===== config.mk =====
export PLATFORM = sky130hd
export DESIGN_NAME = gnrl_rr_arb
export DESIGN_NICKNAME = d
export VERILOG_FILES = /design/src/rtl/gnrl_rr_arb.sv
export SDC_FILE = /design/constraint.sdc
export NUM_CORES = 1
export LEC_CHECK = 0
export CORE_MARGIN = 5
export CORE_UTILIZATION = 30
export CTS_CLUSTER_SIZE = 25
export DETAILED_ROUTE_END_ITERATION = 8
export PLACE_DENSITY = 0.85
export SLEW_MARGIN = 20
export SYNTH_ARGS = -nofsm -noshare
export SYNTH_HDL_FRONTEND = slang
export SYNTH_SLANG_ARGS = --single-unit

===== constraint.sdc =====
create_clock -name clk -period 9.44 [get_ports clk]
set_clock_uncertainty 0.15 [all_clocks]
set_input_delay 2.832 -clock clk [delete_from_list [all_inputs] [get_ports clk]]
set_output_delay 2.832 -clock clk [all_outputs]
set_load 0.005 [all_outputs]

===== src/rtl/gnrl_rr_arb.sv =====
// gnrl_rr_arb: round-robin N:1 valid/ready arbiter that locks a stalled grant until it completes.
// Define GNRL_RR_ARB_OUT_REG_EN to insert a registered output slice (1-cycle latency).
module gnrl_rr_arb #(
    parameter int N  = 4,
    parameter int DW = 32,
    parameter int IW = 2
) (
    input  logic          clk,
    input  logic          rst_n,
    input  logic [N-1:0]  req_vld,
    input  logic [N*DW-1:0] req_dat,
    output logic [N-1:0]  req_rdy,
    output logic          o_vld,
    output logic [DW-1:0] o_dat,
    output logic [IW-1:0] o_id,
    input  logic          o_rdy
);
    logic [IW-1:0] ptr, ptr_nxt, lock_idx, rr_sel, sel;
    logic          lock, any, a_vld, a_rdy, xfer;
    logic [DW-1:0] a_dat;

    // Scan from the farthest offset down so the requester closest to ptr wins.
    always_comb begin
        rr_sel = ptr;
        for (int k = N - 1; k >= 0; k--)
            if (req_vld[(int'(ptr) + k) % N]) rr_sel = IW'((int'(ptr) + k) % N);
    end

    // Outputs are forced idle while reset is asserted so a stalled request is never transferred.
    always_comb begin
        any     = |req_vld;
        sel     = lock ? lock_idx : rr_sel;
        a_vld   = rst_n & (lock ? req_vld[lock_idx] : any);
        a_dat   = req_dat[int'(sel)*DW +: DW];
        xfer    = a_vld & a_rdy;
        ptr_nxt = (int'(sel) == N - 1) ? '0 : sel + 1'b1;
        for (int i = 0; i < N; i++) req_rdy[i] = xfer && (int'(sel) == i);
    end

    // A dropped locked request leaves a_vld low, which clears the lock.
    always_ff @(posedge clk or negedge rst_n) begin
        if (!rst_n) begin
            ptr      <= '0;
            lock     <= 1'b0;
            lock_idx <= '0;
        end else begin
            if (xfer) ptr <= ptr_nxt;
            lock <= a_vld & ~a_rdy;
            if (a_vld & ~a_rdy) lock_idx <= sel;
        end
    end

`ifdef GNRL_RR_ARB_OUT_REG_EN
    assign a_rdy = ~o_vld | o_rdy;

    always_ff @(posedge clk or negedge rst_n) begin
        if (!rst_n) begin
            o_vld <= 1'b0;
            o_dat <= '0;
            o_id  <= '0;
        end else if (xfer) begin
            o_vld <= 1'b1;
            o_dat <= a_dat;
            o_id  <= sel;
        end else if (o_rdy) begin
            o_vld <= 1'b0;
        end
    end
`else
    assign a_rdy = o_rdy;
    assign o_vld = a_vld;
    assign o_dat = a_dat;
    assign o_id  = sel;
`endif
endmodule


==> summary.txt <==
outcome = completed
CP max-delay cell = a211o_2
buffer levels on the longest clock path = 2
CTS tree = yes
post-synth top area share = 0.2851
drt via density = 5.016
Worst slew margin = 0.5062
CP max stage delay = 0.63 ns
Top FF cell, synth = dfrtp_1
CP most frequent cell = clkdlybuf4s50_1
Core Area = 5205 um^2
crit-path leading delay family = buffers and inverters
Hold-fix buffers, CTS = 0
Mean Syn Cell Area = 8.460 um^2
global-route wire length before repair = 10870 um
DIE WIDTH = 83.78 um
CP Data Arrival Time = 5.57 ns
grt ovf = 0
Syn-to-layout area delta = 111.1%
root buffer cell = clkbuf_8
dpl cells = 423
reg2reg setup slack = 6.93 ns
leakage power total = 0.001403 uW
initial antenna violation count = 0
Std-Cell Rows = 26
total track usage = 0.1848
CP bufs+invs = 4
wire length per cell = 15.96 um
n_diodes = 0
critical path, cell by cell = clkdlybuf4s50_1 -> nand2b_1 -> a211oi_1 -> a211o_2 -> buf_12 -> inv_2 -> ha_1 -> and3_1 -> clkdlybuf4s50_1
H-tree levels = 1
initial DRC count = 38
layout cell share with drive strength beyond 1 = 0.1289
Worst Tran Pin Value = 0.7407 ns
# port buffers = 173
met1 usage = 0.2045
Synth top cells by count = mux2i_1 (35), inv_1 (33), nor3_1 (32), a221oi_2 (31), buf_2 (6)
RSZ-0062 raised after global routing = no
HPWL after DPL = 5760 um
Starting Density = 0.3137
most common cell in the netlist = mux2i_1
CTS Sinks = 5
met3 Usage GRT = 0.05923
FF+latch count, synth = 5
Setup TNS = 0 ns
Peak supply drop = 0.1705 mV
Hold Vio Cnt, Final = 0
Final setup viols = 0
DRC Markers = 0
CTS buffer count = 3
GPL Wtd Cong = 0.9060
Pwr Total = 735.2 uW
Finished Layout Cells = 427
Max Cap Viol = 0
Total Wirelength = 6816 um
postcts setup bufs = 0
Slew Viols, Final = 0
gr busiest metal = met2
vias in the first global route = 2154
Area contributors post-synth = a221oi_2 (29%), mux2i_1 (21%), nor3_1 (9.8%)
Yosys Warn Count = 0
Die H = 83.78 um
Worst Path Max Fanout = 32
critical path class = in2out
pwr dens = 213.3 nW/um^2
Worst-path clk slew = 0.03 ns
Final ANT Viol Nets = 0
cell accounting for the most synthesized area = a221oi_2
Ports = 174
critical path endpoint category = output port
cell count after synthesis = 193
fin nets = 494
count of different cell masters after synthesis = 35
Syn Nets = 329
Fillers = 437
Post-synth EDFFs = 0
largest net degree at the start of global routing = 45
Final Cycle Share = 0.9063
Startpoint Class = input pin
cell area after synthesis = 1633 um^2
met2 GRT Util = 0.3348
fmax = 116.9 MHz
Hold Path Class = reg2reg
Final min period = 8.555 ns
vias = 2142
Resized cells post-CTS = 0
drt pass-1 iters = 4
asr flop ratio synth = 1.000
Seq/Total Area, Yosys = 0.07663
Clock Latency Late Sink = 0.22 ns
Die Area = 7018 um^2
Worst EP required = 6.46 ns
-- where the power goes --
part,total (uW),switching (uW),internal (uW)
Sequential,44.2,13.5,30.8
Combinational,651,282,368
Clock,40.2,11.1,29.0
Total,735,307,428
-- layout make-up --
cell class / instances / area (um^2) / share of cell area
Inverter: 34 / 127.6 / 0.03702
Sequential cell: 5 / 125.1 / 0.03630
Multi-Input combinational cell: 136 / 1280 / 0.3713
Clock buffer: 4 / 45.04 / 0.01307
Timing Repair Buffer: 178 / 1782 / 0.5169
Tap cell: 70 / 87.58 / 0.02541
-- worst paths after layout --
check	endpoint	cells after the start	startpoint
min in group asynchronous	lock_idx[1]	1	rst_n
max	req_rdy[1]	9	req_vld[2]
min	ptr[0]	2	ptr[0]
max reg2reg	ptr[1]	7	ptr[0]
max in group asynchronous	ptr[0]	1	rst_n
min reg2reg	ptr[0]	2	ptr[0]
-- layout by cell type (no fill, tap or decap), types with 2 or more instances in the layout --
cell type,n
nand2_1,4
a221oi_2,31
a211oi_1,2
mux2i_1,35
a21oi_1,2
dfrtp_1,5
or3_1,2
nor2_1,3
clkdlybuf4s50_1,173
clkbuf_8,3
nand2b_1,4
nor2b_1,4
inv_1,33
nor3_1,32
buf_4,4
-- through the flow --
step / utilization / setup slack [ns] / hold WS (ns) / instance area [um^2]
2_1_floorplan: - / 2.328 / 0.3679 / 1633
3_5_place_dp: 0.6536 / 0.8722 / 0.4194 / 3402
5_1_grt: 0.6623 / 0.7205 / 0.4616 / 3447
6_report: 0.6623 / 0.8847 / 0.4208 / 3447
3_3_place_gp: 0.6536 / 0.9067 / 0.4026 / 3402
4_1_cts: 0.6623 / 0.8602 / 0.4252 / 3447
-- sequential cells by signal (all words and copies together), names as in the netlist --
name / count
lock: 1
lock_idx: 2
ptr: 2
-- worst reg2reg max path, stage by stage (launching register included) --
cell and delay (ns):
dfrtp_1 0.40, nand2b_1 0.17, a211oi_1 0.29, a211o_2 0.63, buf_12 0.31, inv_2 0.08
ha_1 0.29, mux2i_1 0.12
-- kinds of logic after synthesis --
kind of cell               after synthesis  synth area share
buffers and inverters                   52            0.1471
adders and majority gates                1          0.007662
AOI/OAI and AO/OA                       44            0.3571
muxes                                   38            0.2421
and+or+nand+nor                         53            0.1693
DFF                                      5           0.07663
-- metal layers --
metal / share of wire / vias up / routed length [um]
met1: 0.39 / 951 / 2629
met3: 0.098 / 14 / 667
met2: 0.49 / 116 / 3368
met4: 0.022 / 0 / 150
met5: 0 / - / 0
li1: - / 1061 / -
(Power assumes the default switching activity.)
